## config.mk

```make
export PLATFORM = sky130hd
export DESIGN_NAME = uart_rx_flat
export DESIGN_NICKNAME = d
export VERILOG_FILES = /design/src/rtl/uart_pkg.sv /design/src/rtl/uart_rx_if.sv /design/src/rtl/uart_rx_sync_2ff.sv /design/src/rtl/uart_rx.sv /design/src/flat_wrapper.sv
export SDC_FILE = /design/constraint.sdc
export NUM_CORES = 1
export LEC_CHECK = 0
export ABC_AREA = 1
export CORE_UTILIZATION = 45
export DETAILED_ROUTE_END_ITERATION = 16
export PLACE_DENSITY = 0.67
export SYNTH_ARGS = -nofsm -noshare
export SYNTH_HDL_FRONTEND = slang
export SYNTH_HIERARCHICAL = 1
export SYNTH_SLANG_ARGS = --single-unit
```

## constraint.sdc

```tcl
create_clock -name clk -period 1.66 [get_ports clk]
set_clock_uncertainty 0.15 [all_clocks]
set_input_delay 0.249 -clock clk [delete_from_list [all_inputs] [get_ports clk]]
set_output_delay 0.249 -clock clk [all_outputs]
set_load 0.02 [all_outputs]
```

## src/rtl/uart_pkg.sv

```systemverilog
// Shared UART definitions: FSM state encoding and default link timing.
// The transmitter uses the same constants so both ends of the link agree.
package uart_pkg;

  typedef enum logic [1:0] {
    IDLE  = 2'd0,
    START = 2'd1,
    DATA  = 2'd2,
    STOP  = 2'd3
  } uart_state_e;

  // Default clk cycles per serial bit (must be >= 4 and even).
  localparam int UART_CLKS_PER_BIT = 16;
  // Default data bits per frame (5..8), sent LSB first.
  localparam int UART_DATA_BITS    = 8;

endpackage

```

## src/rtl/uart_rx_if.sv

```systemverilog
// Receiver-side bundle: the raw serial line in, the byte stream and status out.
//
// Handshake: data_valid is a one-cycle strobe with no ready/backpressure.
// data_out is stable from the data_valid cycle until the next good frame,
// so a consumer must capture the byte on (or after) the strobe cycle.
// frame_err is an independent one-cycle strobe and never coincides with
// data_valid. state is the receiver FSM state, exported for debug/checkers.
interface uart_rx_if #(
  parameter int DATA_BITS = uart_pkg::UART_DATA_BITS
);
  import uart_pkg::*;

  logic                 rx;
  logic [DATA_BITS-1:0] data_out;
  logic                 data_valid;
  logic                 frame_err;
  logic                 busy;
  uart_state_e          state;

  // Receiver side: consumes the line, produces bytes and status.
  modport master (
    input  rx,
    output data_out, data_valid, frame_err, busy, state
  );

  // Line driver / byte consumer side.
  modport slave (
    output rx,
    input  data_out, data_valid, frame_err, busy, state
  );

endinterface

```

## src/rtl/uart_rx_sync_2ff.sv

```systemverilog
// Two-flop synchronizer for a single asynchronous input. The reset value
// is a parameter so idle-high lines (UART rx) and idle-low inputs (buttons)
// both come out of reset at their inactive level.
module sync_2ff #(
  parameter logic RESET_VAL = 1'b1
) (
  input  logic clk,
  input  logic rst_n,
  input  logic d_i,
  output logic q_o
);

  logic meta_q;
  logic sync_q;

  // Two back-to-back flops; only sync_q is safe to use in the clk domain.
  always_ff @(posedge clk or negedge rst_n) begin
    if (!rst_n) begin
      meta_q <= RESET_VAL;
      sync_q <= RESET_VAL;
    end else begin
      meta_q <= d_i;
      sync_q <= meta_q;
    end
  end

  assign q_o = sync_q;

endmodule

```

## src/rtl/uart_rx.sv

```systemverilog
// 8N1-style asynchronous serial receiver. The line is synchronized, the
// start bit is confirmed at its midpoint, and every following bit is then
// sampled one full bit period later, i.e. also at mid-bit. Returning to
// IDLE at the middle of the stop bit leaves half a bit of slack so a
// back-to-back start edge is never missed.
module uart_rx
  import uart_pkg::*;
#(
  parameter int CLKS_PER_BIT = UART_CLKS_PER_BIT,
  parameter int DATA_BITS    = UART_DATA_BITS
) (
  input  logic     clk,
  input  logic     rst_n,
  uart_rx_if.master bus
);

  localparam int BAUD_W = $clog2(CLKS_PER_BIT);
  localparam int IDX_W  = $clog2(DATA_BITS);

  // Terminal counts: a full bit period, half a bit, and the last data bit.
  localparam logic [BAUD_W-1:0] BAUD_LAST = BAUD_W'(CLKS_PER_BIT - 1);
  localparam logic [BAUD_W-1:0] BAUD_HALF = BAUD_W'(CLKS_PER_BIT / 2 - 1);
  localparam logic [IDX_W-1:0]  IDX_LAST  = IDX_W'(DATA_BITS - 1);

  logic                 rx_s;
  uart_state_e          state_q, state_d;
  logic [BAUD_W-1:0]    baud_q, baud_d;
  logic [IDX_W-1:0]     idx_q, idx_d;
  logic [DATA_BITS-1:0] shift_q, shift_d;
  logic [DATA_BITS-1:0] data_q, data_d;
  logic                 valid_q, valid_d;
  logic                 ferr_q, ferr_d;

  sync_2ff #(
    .RESET_VAL (1'b1)
  ) u_sync (
    .clk   (clk),
    .rst_n (rst_n),
    .d_i   (bus.rx),
    .q_o   (rx_s)
  );

  // State, counters, shift register and registered output strobes.
  always_ff @(posedge clk or negedge rst_n) begin
    if (!rst_n) begin
      state_q <= IDLE;
      baud_q  <= '0;
      idx_q   <= '0;
      shift_q <= '0;
      data_q  <= '0;
      valid_q <= 1'b0;
      ferr_q  <= 1'b0;
    end else begin
      state_q <= state_d;
      baud_q  <= baud_d;
      idx_q   <= idx_d;
      shift_q <= shift_d;
      data_q  <= data_d;
      valid_q <= valid_d;
      ferr_q  <= ferr_d;
    end
  end

  // Next-state logic; the baud counter restarts from 0 on every state entry.
  always_comb begin
    state_d = state_q;
    baud_d  = baud_q;
    idx_d   = idx_q;
    shift_d = shift_q;
    data_d  = data_q;
    valid_d = 1'b0;
    ferr_d  = 1'b0;

    unique case (state_q)
      IDLE: begin
        baud_d = '0;
        if (!rx_s) begin
          state_d = START;
        end
      end

      START: begin
        if (baud_q == BAUD_HALF) begin
          baud_d = '0;
          if (rx_s) begin
            // Line went back high before mid-start: treat as a glitch.
            state_d = IDLE;
          end else begin
            state_d = DATA;
            idx_d   = '0;
          end
        end else begin
          baud_d = baud_q + 1'b1;
        end
      end

      DATA: begin
        if (baud_q == BAUD_LAST) begin
          baud_d         = '0;
          shift_d[idx_q] = rx_s;
          if (idx_q == IDX_LAST) begin
            state_d = STOP;
          end else begin
            idx_d = idx_q + 1'b1;
          end
        end else begin
          baud_d = baud_q + 1'b1;
        end
      end

      STOP: begin
        if (baud_q == BAUD_LAST) begin
          baud_d  = '0;
          state_d = IDLE;
          if (rx_s) begin
            data_d  = shift_q;
            valid_d = 1'b1;
          end else begin
            ferr_d = 1'b1;
          end
        end else begin
          baud_d = baud_q + 1'b1;
        end
      end

      default: begin
        state_d = IDLE;
        baud_d  = '0;
      end
    endcase
  end

  assign bus.data_out   = data_q;
  assign bus.data_valid = valid_q;
  assign bus.frame_err  = ferr_q;
  assign bus.busy       = (state_q != IDLE);
  assign bus.state      = state_q;

endmodule

```

## src/flat_wrapper.sv

```systemverilog
// flat-port wrapper written by rule: the top's interface ports become plain ports
module uart_rx_flat import uart_pkg::*;
#(
  parameter int CLKS_PER_BIT = UART_CLKS_PER_BIT,
  parameter int DATA_BITS    = UART_DATA_BITS
)
  (clk, rst_n, bus_rx, bus_data_out, bus_data_valid, bus_frame_err, bus_busy, bus_state);
  uart_rx_if #(.DATA_BITS(DATA_BITS)) bus_i ();
  input  logic clk;
  input  logic rst_n;
  input wire logic [$bits(bus_i.rx)-1:0] bus_rx;
  output wire logic [$bits(bus_i.data_out)-1:0] bus_data_out;
  output wire logic [$bits(bus_i.data_valid)-1:0] bus_data_valid;
  output wire logic [$bits(bus_i.frame_err)-1:0] bus_frame_err;
  output wire logic [$bits(bus_i.busy)-1:0] bus_busy;
  output wire logic [$bits(bus_i.state)-1:0] bus_state;
  assign bus_i.rx = bus_rx;
  assign bus_data_out = bus_i.data_out;
  assign bus_data_valid = bus_i.data_valid;
  assign bus_frame_err = bus_i.frame_err;
  assign bus_busy = bus_i.busy;
  assign bus_state = bus_i.state;
  uart_rx #(.CLKS_PER_BIT(CLKS_PER_BIT), .DATA_BITS(DATA_BITS)) u_core (.clk(clk), .rst_n(rst_n), .bus(bus_i));
endmodule
```

Word-level counts from Yosys, hierarchy flattened:

Cells that the tools add are included.

* register bits: 29
* bits of input ports: 3
* output and inout bits: 13
* word-level logic and storage cells: 59

* add/sub/neg operators: 2
* $lt $le $gt $ge: 2
* eq/ne operators: 13
* mux-type cells: 24
* reductions and logical operators: 9

Operators by type and width (number)
* 2-bit two-way mux: 6
* 3-bit two-way mux: 4
* 4-bit one-hot mux with 3 select lines: 1
* 5-bit AND reduction: 2
* 8-bit bitwise mux: 1
* 4-bit two-way mux: 2
* 2-bit by 1-bit inequality test with 1-bit output (second input constant): 4
* 2-bit one-hot mux with 4 select lines: 1
* 1-bit two-way mux: 7
* 2-bit inequality test (second input constant): 3
* 3-bit one-hot mux with 2 select lines: 1
* 4-bit by 1-bit adder with 4-bit output (second input constant): 1
* 2-bit equality test (second input constant): 2
* 4-bit by 3-bit equality test with 1-bit output (second input constant): 1
* 4-bit equality test (second input constant): 1
* 3-bit by 4-bit < comparator with 1-bit output (second input constant): 1
* 2-bit nonzero test: 2
* 3-bit by 1-bit adder with 3-bit output (second input constant): 1
* 1-bit demux with 3-bit select: 1
* 3-bit equality test (second input constant): 1
* 3-bit by 1-bit >= comparator with 1-bit output (second input constant): 1
* 3-bit AND reduction: 1
* 2-bit by 1-bit equality test with 1-bit output (second input constant): 1
* 2-bit zero test: 1
* 3 further kinds: 3

Longest topological paths before layout:

* depth in word-level cells: 5
* gate-level depth with buffers: 9
* depth with buffers taken out: 9

By module:

The synthesis kept the hierarchy.

By module, submodules not included
* uart_rx: instances 1, cells each 144, area each 1209.9 um^2, seq. area each 675.6 um^2
* sync_2ff: instances 1, cells each 2, area each 52.6 um^2, seq. area each 52.6 um^2

Worst setup path after synthesis:

OpenSTA, ideal clock, no wires.

* kind: register -> register
* start point: register u_core.state_q[0], in the netlist u_core/bus.state[0]
* end point: register (tool-made name)
* library setup time: 118 ps
* arrival time: 1238 ps
* required time: 1392 ps
* setup slack: 154 ps
* stages on the path, launching flop included: 10
* path buffers: 1
* clock period less this slack: 1506 ps
* cell sequence: dfrtp_1 buf_2 inv_1 nor2_2 nand2_1 nand2_1 nor2_1 nand2_1 nand2_1 nand2_1

RTL lines
* from (decl): RTL line uart_rx.sv:26 `uart_state_e state_q, state_d;`
* from (signal assigned): RTL line uart_rx.sv:54 `state_q <= state_d;`

Worst setup path after layout:

* start point: register u_core.state_q[0], in the netlist u_core/bus.state[0]
* end point: output bus_state[0]

RTL lines
* to (decl): RTL line flat_wrapper.sv:16 `output wire logic [$bits(bus_i.state)-1:0] bus_state;`

No word-level cell between the ends.

==> metrics.md <==
| Metric | Value |
|---|---|
| Synthesis Warnings | 6 |
| Initial Utilization | 0.492 |
| Final setup fails | 0 |
| CP max stage delay | ~0.38 ns |
| Main combinational cell family by area after synthesis | simple AND/OR/NAND/NOR gates |
| DR vias | approximately 1,000 |
| Synth Area in Compound Gates | 0.0595 |
| RSZ-0062 raised after global routing | false |
| Layout fillers | ~230 |
| Final Instance Area | around 0.0015 mm^2 |
| Slew Limit Headroom | 0.760 |
| Clk_lat worst skew | 0.33 ns |
| Seq/Total Area, Yosys | 0.577 |
| First-pass GRT wire length | ~4000 um |
| Routed WL | around 2400 um |
| Post-synth net total | ~150 |
| Port Buf Inserts | 15 |
| Remaining Overflow, GRT | 0 |
| Per-cell routed wire length | between 10 and 15 um |
| Antenna cells | 0 |
| Worst r2r path cells | 8 |
| Root Driver | clkbuf_4 |
| Critical path buffers and inverters | 2 |
| CTS buffer count | 5 |
| Clock sinks | 29 |
| Synth-to-Final Area Change | 22.6% |
| GP Congestion | around 0.87 |
| Chip Height | approximately 55 um |
| Multiplexer area fraction after synthesis | 0 |
| Die X | roughly 55 um |
| Yosys cell types | 20 |
| CTS tree | done |
| Status | completed |
| Initial drt markers | 25 |
| CTS Buffer Depth | 2 |
| Crit path from | u_core/bus.state[0] |
| Clock transition at path regs | about 0.08 ns |
| Full die area | roughly 0.0030 mm^2 |
| I/O Pins | 16 |
| Critical path endpoint category | output port |
| Vias per cell | between 4 and 5 |
| Final min period | 1.60 ns |
| Nets | between 150 and 200 |
| Antenna viol nets, final | 0 |
| Row count | 18 |
| LEAKAGE | ~0.84 nW |
| Core area | approximately 0.0026 mm^2 |
| XOR/XNOR share of the synthesized area | 0 |
| Largest net degree at the start of global routing | 30 |
| Critical path cell sequence | buf_4, dlygate4sd2_1 |
| Synth Area in Simple Gates | 0.284 |
| Max Cap Viol | 0 |
| Share of cells above drive strength 1 | 0.153 |
| Fin util | 0.603 |
| H-tree lvl count | 2 |
| Worst-Margin Slew | 0.360 ns |
| Crit-path max FO | 7 |
| DP Area | around 0.0015 mm^2 |
| F_max | 627 MHz |
| Crit Reg-Reg Endpoint | u_core/idx_q[0] |
| Post-synthesis cell area | ~0.0013 mm^2 |
| Crit-path slowest cell | dfrtp_1 |
| Final Cycle Share | 0.961 |
| Yosys reg bits | 29 |
| Crit path max-delay family | buffers and inverters |
| Peak VDD IR | about 1.1 mV |
| Post-Synth Adder-Cell Area | 0.0297 |
| Worst flop-to-flop path startpoint | u_core/idx_q[0] |
| Fin. max-slew vios | 0 |
| Pre-antenna DRT Iters | 4 |
| Worst reg2reg setup slack | between 0.1 and 0.15 ns |
| CP startpoint kind | flop |
| Power Density | roughly 1200 mW/mm^2 |
| Final Hold Violating Endpoints | 0 |
| Worst Hold Class | input pin to asynchronous set/reset pin |
| DP HPWL | 1740 um |
| Hold Buf Count CTS | 0 |
| Post-Synthesis Cells | roughly 150 |
| Critical path type | flop to output port |
| Setup_tns | 0 ns |
| Vias in the first global route | 930 |
| Initial antenna violation count | 0 |
| # DRC | 0 |
| Critical path arrival | between 1 and 1.5 ns |
| All-layer global routing usage | 0.198 |
| CP required | between 1 and 1.5 ns |
| Mean Syn Cell Area | between 8 and 9 um^2 |
==> final cells by class <==
type	instances	area [um^2]	area share
sequential	29	728	0.470
clock buffer	8	48.8	0.0315
multi-input combinational	101	485	0.314
tap	30	37.5	0.0243
timing repair buffer	23	190	0.123
inverter	15	57.6	0.0372
==> how the worst max path moves through the flow <==
| stage | end | slack, ns | cells past startpoint |
|---|---|---|---|
| after global routing | bus_state[0] | 0.003 | 2 |
| after CTS | bus_busy | 0.02 | 3 |
| after global placement | bus_busy | 0.15 | 3 |
| final | bus_state[0] | 0.06 | 2 |
| after detailed placement | u_core/bus.data_out[0] | 0.07 | 7 |
| after floorplan | flop | 0.15 | 9 |
==> state kept, by name, indices dropped and copies added, names as in the netlist, named ones only <==
register	count
u_core/baud_q	4
u_core/bus.data_out	8
u_core/bus.data_valid	1
u_core/bus.frame_err	1
u_core/bus.state	1
u_core/idx_q	3
u_core/shift_q	8
u_core/u_sync/meta_q	1
u_core/u_sync/q_o	1
==> Yosys cell counts (all sizes together) <==
library cell  number  area [um^2]
buf                1         5.00
o21ai             11         55.1
nand4              1         12.5
nand3              9         50.1
inv               13         48.8
ha                 3         37.5
nor4               1         6.26
a21oi              4         20.0
dfstp              2         52.6
nor2              12         62.6
clkinv             2         8.75
dfrtp             27          676
nand2             60          228
==> logic make-up (layout without fill, tap and decap cells) <==
| kind of cell | after synthesis | after routing |
|---|---|---|
| buffers and inverters | 16 | 46 |
| DFF | 29 | 29 |
| and+or+nand+nor | 83 | 83 |
| adders and majority gates | 3 | 3 |
| AOI/OAI and AO/OA | 15 | 15 |
==> layout by cell type (no fill, tap or decap), types with 2 or more instances in the layout <==
master	synthesis	layout
clkdlybuf4s50_1	0	2
clkbuf_4	0	5
clkbuf_1	0	3
inv_1	12	11
nor2_4	2	2
a21oi_1	4	4
inv_2	1	2
nand2_1	59	58
dfstp_2	2	2
nand3_1	8	8
o21ai_0	10	10
dfrtp_1	27	27
buf_4	0	8
nor2_1	9	9
ha_1	3	2
nand2_2	1	2
dlygate4sd2_1	0	12
==> where the power goes <==
group | internal, mW | switching [mW]
logic | 0.236 | 0.400
registers | 0.784 | 0.0540
clock network | 0.168 | 0.227
total | 1.19 | 0.681
==> per-stage QoR <==
stage	power, mW	hold slack [ns]	std cells	setup WS [ns]
floorplan	1.24	-0.197	146	0.154
global placement	1.46	0.196	197	0.148
detailed placement	1.48	0.198	197	0.0750
CTS	1.86	0.147	205	0.0202
global route	2.01	0.157	206	0.00308
finish	1.87	0.145	206	0.0645
==> metal layers <==
layer  vias to the layer above  global-route usage  share of wire
met3                         8              0.0847          0.053
met5                         -                   0              0
met1                       470               0.246           0.50
met4                         0               0.108          0.028
li1                        519                   -              -
met2                        18               0.289           0.42
==> what timing repair did <==
item	in CTS	in global routing
endpoints found under the setup margin	13	20
setup buffers	0	1
gates resized for setup	14	5
Note: power is estimated with default switching activity, not from simulation.
